**src/rtl/hit_resolver_if.sv**
```systemverilog
// -----------------------------------------------------------------------------
// hit_resolver_if
// Purpose : groups the per-frame player inputs and the combat/round outputs
//           exchanged between the game logic and the hit resolver.
// Signals :
//   p1_state, p2_state   4b   sprite FSM state codes (game -> resolver)
//   p1_x, p2_x           10b  hurtbox left edges     (game -> resolver)
//   p1_got_hit/blocked   1b   one-cycle result pulses for player 1
//   p2_got_hit/blocked   1b   one-cycle result pulses for player 2
//   p1_wins, p2_wins     2b   round-win counters
//   freeze               1b   gameplay halted
//   round_restart        1b   one-cycle "return to start" pulse
//   match_over, winner   1b   sticky match end flag and winner (0 = P1)
// Modports: master = game logic side, slave = hit_resolver side.
// -----------------------------------------------------------------------------
interface hit_resolver_if;
    logic [3:0] p1_state;
    logic [3:0] p2_state;
    logic [9:0] p1_x;
    logic [9:0] p2_x;
    logic       p1_got_hit;
    logic       p1_got_blocked;
    logic       p2_got_hit;
    logic       p2_got_blocked;
    logic [1:0] p1_wins;
    logic [1:0] p2_wins;
    logic       freeze;
    logic       round_restart;
    logic       match_over;
    logic       winner;

    modport master (
        output p1_state, p2_state, p1_x, p2_x,
        input  p1_got_hit, p1_got_blocked, p2_got_hit, p2_got_blocked,
        input  p1_wins, p2_wins, freeze, round_restart, match_over, winner
    );

    modport slave (
        input  p1_state, p2_state, p1_x, p2_x,
        output p1_got_hit, p1_got_blocked, p2_got_hit, p2_got_blocked,
        output p1_wins, p2_wins, freeze, round_restart, match_over, winner
    );
endinterface

```
**src/rtl/hit_resolver.sv**
```systemverilog
// -----------------------------------------------------------------------------
// hit_resolver
// Purpose : per-frame combat resolution for a two-player fighter. Decides
//           whether an active attack frame connects, whether it is blocked,
//           keeps the round score and sequences round/match end.
// Ports   :
//   clk    in   frame clock, one rising edge per game frame
//   reset  in   synchronous, active-high reset
//   bus    hit_resolver_if.slave (player states/positions in, results out)
// Parameters:
//   BODY_W, ATK_REACH, DIRATK_REACH  geometry in pixels
//   ROUND_END_FRAMES                 freeze length after a round-winning hit
//   WINS_TO_MATCH                    round wins needed to take the match
// -----------------------------------------------------------------------------
module hit_resolver #(
    parameter int BODY_W           = 32,
    parameter int ATK_REACH        = 40,
    parameter int DIRATK_REACH     = 56,
    parameter int ROUND_END_FRAMES = 60,
    parameter int WINS_TO_MATCH    = 3
) (
    input  logic          clk,
    input  logic          reset,
    hit_resolver_if.slave bus
);

    // Top-level FSM encoding
    localparam logic [1:0] S_PLAY      = 2'd0;
    localparam logic [1:0] S_ROUND_END = 2'd1;
    localparam logic [1:0] S_MATCH_END = 2'd2;

    // Sprite state codes that matter here
    localparam logic [3:0] ST_BACKWARD  = 4'd1;
    localparam logic [3:0] ST_ATK_ACT   = 4'd4;
    localparam logic [3:0] ST_DIR_ACT   = 4'd7;
    localparam logic [3:0] ST_BLOCKSTUN = 4'd10;

    localparam int CNT_W = (ROUND_END_FRAMES < 2) ? 1 : $clog2(ROUND_END_FRAMES);
    localparam logic [CNT_W-1:0] CNT_LAST = CNT_W'(ROUND_END_FRAMES - 1);

    logic [1:0]       r_state;
    logic [CNT_W-1:0] r_cnt;
    logic             r_p1_latch;
    logic             r_p2_latch;
    logic             r_p1_hit;
    logic             r_p1_blk;
    logic             r_p2_hit;
    logic             r_p2_blk;
    logic [1:0]       r_p1_wins;
    logic [1:0]       r_p2_wins;
    logic             r_restart;
    logic             r_winner;

    // ---------------------------------------------------------------------
    // Geometry: gap between P1's front edge and P2's hurtbox. Widened to
    // 11 bits and clamped at 0 so overlapping or crossed players never wrap.
    // ---------------------------------------------------------------------
    logic [10:0] w_p1_front;
    logic [10:0] w_p2_left;
    logic [10:0] w_gap;

    assign w_p1_front = {1'b0, bus.p1_x} + 11'(BODY_W);
    assign w_p2_left  = {1'b0, bus.p2_x};
    assign w_gap      = (w_p2_left > w_p1_front) ? (w_p2_left - w_p1_front) : 11'd0;

    // ---------------------------------------------------------------------
    // Connect / block detection
    // ---------------------------------------------------------------------
    logic w_p1_active, w_p2_active;
    logic w_p1_conn, w_p2_conn;
    logic w_p1_guard, w_p2_guard;
    logic w_p1_fire, w_p2_fire;
    logic w_hit_on_p1, w_blk_on_p1, w_hit_on_p2, w_blk_on_p2;

    assign w_p1_active = (bus.p1_state == ST_ATK_ACT) || (bus.p1_state == ST_DIR_ACT);
    assign w_p2_active = (bus.p2_state == ST_ATK_ACT) || (bus.p2_state == ST_DIR_ACT);

    assign w_p1_conn = ((bus.p1_state == ST_ATK_ACT) && (w_gap <= 11'(ATK_REACH))) ||
                       ((bus.p1_state == ST_DIR_ACT) && (w_gap <= 11'(DIRATK_REACH)));
    assign w_p2_conn = ((bus.p2_state == ST_ATK_ACT) && (w_gap <= 11'(ATK_REACH))) ||
                       ((bus.p2_state == ST_DIR_ACT) && (w_gap <= 11'(DIRATK_REACH)));

    // Holding back or already in blockstun counts as guarding
    assign w_p1_guard = (bus.p1_state == ST_BACKWARD) || (bus.p1_state == ST_BLOCKSTUN);
    assign w_p2_guard = (bus.p2_state == ST_BACKWARD) || (bus.p2_state == ST_BLOCKSTUN);

    // Connects are only evaluated during play and once per active window
    assign w_p1_fire = (r_state == S_PLAY) && w_p1_conn && !r_p1_latch;
    assign w_p2_fire = (r_state == S_PLAY) && w_p2_conn && !r_p2_latch;

    assign w_hit_on_p2 = w_p1_fire && !w_p2_guard;
    assign w_blk_on_p2 = w_p1_fire &&  w_p2_guard;
    assign w_hit_on_p1 = w_p2_fire && !w_p1_guard;
    assign w_blk_on_p1 = w_p2_fire &&  w_p1_guard;

    // ---------------------------------------------------------------------
    // Scoring: saturating counters, match decided against WINS_TO_MATCH
    // ---------------------------------------------------------------------
    logic [1:0] w_p1_wins_nxt, w_p2_wins_nxt;
    logic       w_p1_takes_match, w_p2_takes_match;

    assign w_p1_wins_nxt    = (r_p1_wins == 2'd3) ? 2'd3 : r_p1_wins + 2'd1;
    assign w_p2_wins_nxt    = (r_p2_wins == 2'd3) ? 2'd3 : r_p2_wins + 2'd1;
    assign w_p1_takes_match = 32'(w_p1_wins_nxt) >= WINS_TO_MATCH;
    assign w_p2_takes_match = 32'(w_p2_wins_nxt) >= WINS_TO_MATCH;

    always_ff @(posedge clk) begin
        if (reset) begin
            r_state    <= S_PLAY;
            r_cnt      <= '0;
            r_p1_latch <= 1'b0;
            r_p2_latch <= 1'b0;
            r_p1_hit   <= 1'b0;
            r_p1_blk   <= 1'b0;
            r_p2_hit   <= 1'b0;
            r_p2_blk   <= 1'b0;
            r_p1_wins  <= 2'd0;
            r_p2_wins  <= 2'd0;
            r_restart  <= 1'b0;
            r_winner   <= 1'b0;
        end else begin
            // Pulses default low so they last exactly one frame
            r_p1_hit  <= 1'b0;
            r_p1_blk  <= 1'b0;
            r_p2_hit  <= 1'b0;
            r_p2_blk  <= 1'b0;
            r_restart <= 1'b0;

            // Latch drops the first frame the attacker leaves its active frame
            if (!w_p1_active)   r_p1_latch <= 1'b0;
            else if (w_p1_fire) r_p1_latch <= 1'b1;
            if (!w_p2_active)   r_p2_latch <= 1'b0;
            else if (w_p2_fire) r_p2_latch <= 1'b1;

            case (r_state)
                S_PLAY: begin
                    r_p1_hit <= w_hit_on_p1;
                    r_p1_blk <= w_blk_on_p1;
                    r_p2_hit <= w_hit_on_p2;
                    r_p2_blk <= w_blk_on_p2;
                    r_cnt    <= '0;
                    // A trade (both defenders hit) awards nothing
                    if (w_hit_on_p2 && !w_hit_on_p1) begin
                        r_p1_wins <= w_p1_wins_nxt;
                        if (w_p1_takes_match) begin
                            r_state  <= S_MATCH_END;
                            r_winner <= 1'b0;
                        end else begin
                            r_state  <= S_ROUND_END;
                        end
                    end else if (w_hit_on_p1 && !w_hit_on_p2) begin
                        r_p2_wins <= w_p2_wins_nxt;
                        if (w_p2_takes_match) begin
                            r_state  <= S_MATCH_END;
                            r_winner <= 1'b1;
                        end else begin
                            r_state  <= S_ROUND_END;
                        end
                    end
                end
                S_ROUND_END: begin
                    if (r_cnt == CNT_LAST) begin
                        r_state    <= S_PLAY;
                        r_cnt      <= '0;
                        r_restart  <= 1'b1;
                        r_p1_latch <= 1'b0;
                        r_p2_latch <= 1'b0;
                    end else begin
                        r_cnt <= r_cnt + 1'b1;
                    end
                end
                S_MATCH_END: begin
                    // Terminal until reset
                    r_state <= S_MATCH_END;
                end
                default: begin
                    r_state <= S_PLAY;
                end
            endcase
        end
    end

    assign bus.p1_got_hit     = r_p1_hit;
    assign bus.p1_got_blocked = r_p1_blk;
    assign bus.p2_got_hit     = r_p2_hit;
    assign bus.p2_got_blocked = r_p2_blk;
    assign bus.p1_wins        = r_p1_wins;
    assign bus.p2_wins        = r_p2_wins;
    assign bus.freeze         = (r_state != S_PLAY);
    assign bus.round_restart  = r_restart;
    assign bus.match_over     = (r_state == S_MATCH_END);
    assign bus.winner         = r_winner;

endmodule

```
**src/flat_wrapper.sv**
```systemverilog
// flat-port wrapper written by rule: the top's interface ports become plain ports
module hit_resolver_flat 
#(
    parameter int BODY_W           = 32,
    parameter int ATK_REACH        = 40,
    parameter int DIRATK_REACH     = 56,
    parameter int ROUND_END_FRAMES = 60,
    parameter int WINS_TO_MATCH    = 3
)
  (clk, reset, bus_p1_state, bus_p2_state, bus_p1_x, bus_p2_x, bus_p1_got_hit, bus_p1_got_blocked, bus_p2_got_hit, bus_p2_got_blocked, bus_p1_wins, bus_p2_wins, bus_freeze, bus_round_restart, bus_match_over, bus_winner);
  hit_resolver_if bus_i ();
  input  logic clk;
  input  logic reset;
  input wire logic [$bits(bus_i.p1_state)-1:0] bus_p1_state;
  input wire logic [$bits(bus_i.p2_state)-1:0] bus_p2_state;
  input wire logic [$bits(bus_i.p1_x)-1:0] bus_p1_x;
  input wire logic [$bits(bus_i.p2_x)-1:0] bus_p2_x;
  output wire logic [$bits(bus_i.p1_got_hit)-1:0] bus_p1_got_hit;
  output wire logic [$bits(bus_i.p1_got_blocked)-1:0] bus_p1_got_blocked;
  output wire logic [$bits(bus_i.p2_got_hit)-1:0] bus_p2_got_hit;
  output wire logic [$bits(bus_i.p2_got_blocked)-1:0] bus_p2_got_blocked;
  output wire logic [$bits(bus_i.p1_wins)-1:0] bus_p1_wins;
  output wire logic [$bits(bus_i.p2_wins)-1:0] bus_p2_wins;
  output wire logic [$bits(bus_i.freeze)-1:0] bus_freeze;
  output wire logic [$bits(bus_i.round_restart)-1:0] bus_round_restart;
  output wire logic [$bits(bus_i.match_over)-1:0] bus_match_over;
  output wire logic [$bits(bus_i.winner)-1:0] bus_winner;
  assign bus_i.p1_state = bus_p1_state;
  assign bus_i.p2_state = bus_p2_state;
  assign bus_i.p1_x = bus_p1_x;
  assign bus_i.p2_x = bus_p2_x;
  assign bus_p1_got_hit = bus_i.p1_got_hit;
  assign bus_p1_got_blocked = bus_i.p1_got_blocked;
  assign bus_p2_got_hit = bus_i.p2_got_hit;
  assign bus_p2_got_blocked = bus_i.p2_got_blocked;
  assign bus_p1_wins = bus_i.p1_wins;
  assign bus_p2_wins = bus_i.p2_wins;
  assign bus_freeze = bus_i.freeze;
  assign bus_round_restart = bus_i.round_restart;
  assign bus_match_over = bus_i.match_over;
  assign bus_winner = bus_i.winner;
  hit_resolver #(.BODY_W(BODY_W), .ATK_REACH(ATK_REACH), .DIRATK_REACH(DIRATK_REACH), .ROUND_END_FRAMES(ROUND_END_FRAMES), .WINS_TO_MATCH(WINS_TO_MATCH)) u_core (.clk(clk), .reset(reset), .bus(bus_i));
endmodule
```
**config.mk**
```make
export PLATFORM = sky130hd
export DESIGN_NAME = hit_resolver_flat
export DESIGN_NICKNAME = d
export VERILOG_FILES = /design/src/rtl/hit_resolver_if.sv /design/src/rtl/hit_resolver.sv /design/src/flat_wrapper.sv
export SDC_FILE = /design/constraint.sdc
export NUM_CORES = 1
export LEC_CHECK = 0
export CORE_UTILIZATION = 47
export CTS_BUF_LIST = sky130_fd_sc_hd__clkbuf_8
export DETAILED_ROUTE_END_ITERATION = 8
export PLACE_DENSITY = 0.88
export SYNTH_ARGS = -nofsm -noshare
export SYNTH_HDL_FRONTEND = slang
export SYNTH_SLANG_ARGS = --single-unit
```
**constraint.sdc**
```tcl
create_clock -name clk -period 4.73 [get_ports clk]
set_clock_uncertainty 0.15 [all_clocks]
set_input_delay 1.1825 -clock clk [delete_from_list [all_inputs] [get_ports clk]]
set_output_delay 1.1825 -clock clk [all_outputs]
set_load 0.05 [all_outputs]
```
==> results.json <==
{
  "place.gp.congestion": 0.857,
  "hold_path_class": "flip-flop to flip-flop",
  "synth_area_um2": 1780,
  "finalCritPeriodShare_pct": 99.3,
  "synth.distinct_cells": 50,
  "fin_util_pct": 74.8,
  "max_freq_mhz": 213,
  "clk_pin_slew_worst_paths_ns": 0.07,
  "grt_pass1_vias": 1860,
  "ys.flop_type": "dfxtp_1",
  "cts_hold_buf": 0,
  "synth_fp_nets": 279,
  "power_per_cell_area_nw_per_um2": 216,
  "vias": 2151,
  "hp-start": "u_core.r_p2_latch",
  "path_buf_inv": 3,
  "rows": 22,
  "cts_tree": "built",
  "relSlewSlack_pct": 54.7,
  "worstPathRequired_ns": 4.69,
  "use_met2_pct": 42.2,
  "max_stage_delay_ns": 0.52,
  "start_util_pct": 48.7,
  "critical_path_class": "input pin to flip-flop",
  "port-buffer-count": 41,
  "clock-sinks": 20,
  "dieArea_um2": 4040,
  "grt_usage_pct": 25.1,
  "clockBufferDepth": 2,
  "arrival_ns": 4.66,
  "ff_latch_area_um2": 400,
  "drtIter0Drc": 196,
  "stdcell_count": 352,
  "finalHoldViolCount": 0,
  "cp_max_fo": 6,
  "clock_latency_ns": 0.25,
  "vdd_drop_max_mv": 0.158,
  "io_pins": 42,
  "crit_start": "bus_p2_x[3]",
  "post-route-min-period_ns": 4.70,
  "r2r-start": "u_core.r_state[1]",
  "grt_max_degree": 19,
  "gr-total-overflow": 0,
  "setup_viol": 0,
  "ant_nets": 0,
  "final.setup.worst_slack_ns": 0.0323,
  "syn_to_final_growth_pct": 53.8,
  "seq_area_frac_synth_pct": 22.5,
  "tns_ns": 0,
  "grt.met3_usage_pct": 4.89,
  "ys_warn_count": 0,
  "synth_edf_count": 0,
  "drc": 0,
  "antenna_found_initial": 0,
  "total_power_w": 0.000592,
  "path_cells": "clkdlybuf4s50_1, ha_4, and3_4, a221oi_4, buf_4, o31ai_4, xor2_1, nor4_4, nand4bb_1, and3_4, buf_6, nor3_4, ha_2, mux2i_4, nor3_4, nor2_2, a311oi_2",
  "ys_seq_elements": 20,
  "netlist_instances": 234,
  "grt_pass1_wl_mm": 8.15,
  "async_flop_share_pct": 0,
  "numCtsBuffers": 3,
  "worst_path_max_delay_cell": "clkdlybuf4s50_1",
  "max_slew.worst_pin.slew_ns": 0.678,
  "antennaDiodeCount": 0,
  "status": "complete, no violations",
  "nets": 351,
  "fill_cells": 239,
  "cp-start-kind": "input pin",
  "wire_per_inst_um": 17.0,
  "cts-htree-levels": 1,
  "firstDrtPassIters": 5,
  "dpl_worst_slack_ns": -0.487,
  "die_x_um": 63.6,
  "multiInputGateArea_um2": 1490,
  "cap_viol_max_count": 0,
  "placed_cells": 344,
  "report.final.slew_viol_count": 0,
  "cts-root-buf": "clkbuf_8",
  "wl_mm": 5.97,
  "vias_per_cell": 6.11,
  "synth_area_per_cell_um2": 7.61,
  "p_leak_nw": 1.14,
  "worstSetupEndpointType": "flip-flop",
  "hpwlAfterDp_mm": 3.50,
  "grt_busiest_layer": "met2",
  "drive_above_1_share_pct": 28.0,
  "fp.dieH_um": 63.6,
  "use_met1_pct": 32.3,
  "core_um2": 3660,
  "crit_family": "simple AND/OR/NAND/NOR gates"
}
Yosys cell counts, drive strengths merged, types with 2 or more instances:
library cell  instances  area (µm²)
a21oi                25         125
nor2                 24        90.1
dfxtp                20         400
nand2                16        60.1
inv                  15        56.3
ha                   14         175
nor3                 11        55.1
nand3                10        50.1
o21ai                 8        40.0
a21o                  7        53.8
nor2b                 7        43.8
or3                   6        37.5
xor2                  6        52.6
buf                   5        45.0
nor4                  5        37.5
o211ai                5        37.5
nand2b                4        25.0
a211oi                3        22.5
and3                  3        23.8
clkbuf                3        21.3
mux2i                 3        30.0
nand3b                3        22.5
nor3b                 3        22.5
or4                   3        22.5
xnor2                 3        26.3
a311oi                2        17.5
o21a                  2        15.0
o32ai                 2        17.5
or2b                  2        16.3
logic make-up (layout without fill, tap and decap cells):
kind of cell    after synthesis  in the layout  synth area share (%)
flops                        20             20                  22.5
simple gates                102            102                  30.8
mux                           4              4                  2.32
fa+ha+maj                    15             15                  11.0
compound gates               61             61                  22.2
xor+xnor                      9              9                  4.42
buf+inv                      23             93                  6.88
per-layer routing:
| layer | vias to the layer above | share of wire, % |
|---|---|---|
| li1 | 989 | - |
| met1 | 983 | 40 |
| met2 | 139 | 46 |
| met3 | 40 | 8.7 |
| met4 | 0 | 5.5 |
| met5 | - | 0 |
layout make-up:
cell class,instances,share of cell area [%]
tap,48,2.19
clock buffer,3,1.51
multi-input combinational,191,54.4
sequential,20,14.6
timing repair buffer,75,25.2
inverter,15,2.05
final timing paths:
| path | to | cells past startpoint | slack (ns) |
|---|---|---|---|
| max | u_core.bus.winner | 17 | 0.03 |
| min | u_core.bus.p1_got_blocked | 1 | 0.33 |
| max reg2reg | u_core.bus.winner | 9 | 1.70 |
| min reg2reg | u_core.bus.p1_got_blocked | 1 | 0.33 |
flip-flops by register name, indices dropped and copies added (netlist names):
name,cells
u_core.bus.p1_wins,2
u_core.r_cnt,6
u_core.bus.p2_got_blocked,1
u_core.bus.p1_got_hit,1
u_core.bus.p2_got_hit,1
u_core.bus.p1_got_blocked,1
u_core.bus.winner,1
u_core.bus.round_restart,1
u_core.r_p1_latch,1
u_core.r_p2_latch,1
u_core.r_state,2
u_core.bus.p2_wins,2
through the flow:
| stage | hold WS [ns] | area (µm²) |
|---|---|---|
| 5_1_grt | 0.348 | 2740 |
| 6_report | 0.327 | 2740 |
| 3_3_place_gp | 0.296 | 2400 |
| 3_5_place_dp | 0.296 | 2400 |
| 4_1_cts | 0.311 | 2520 |
| 2_1_floorplan | 0.270 | 1780 |
timing repair:
item | CTS | global route
pin swaps | 16 | 27
endpoints found under the setup margin | 3 | 7
resized for setup | 17 | 45
setup buffers | 2 | 3
gates cloned | 0 | 0
endpoints found under the hold margin | 0 | 0
report_power, final:
group | internal (W) | leakage [nW] | switching [W]
logic | 0.000146 | 0.956 | 0.000162
clock network | 0.0000566 | 0.0216 | 0.0000509
registers | 0.000172 | 0.161 | 0.00000379
cell usage in the layout (no fill, tap or decap), drive strengths merged, types with 8 or more instances in the layout:
master         synthesis  layout
a21oi                 25      25
buf                    5      34
clkdlybuf4s50          0      28
dfxtp                 20      20
dlymetal6s2s           0      11
ha                    14      14
inv                   15      15
nand2                 16      16
nand3                 10      10
nor2                  24      24
nor3                  11      11
o21ai                  8       8
(Power assumes the default switching activity.)
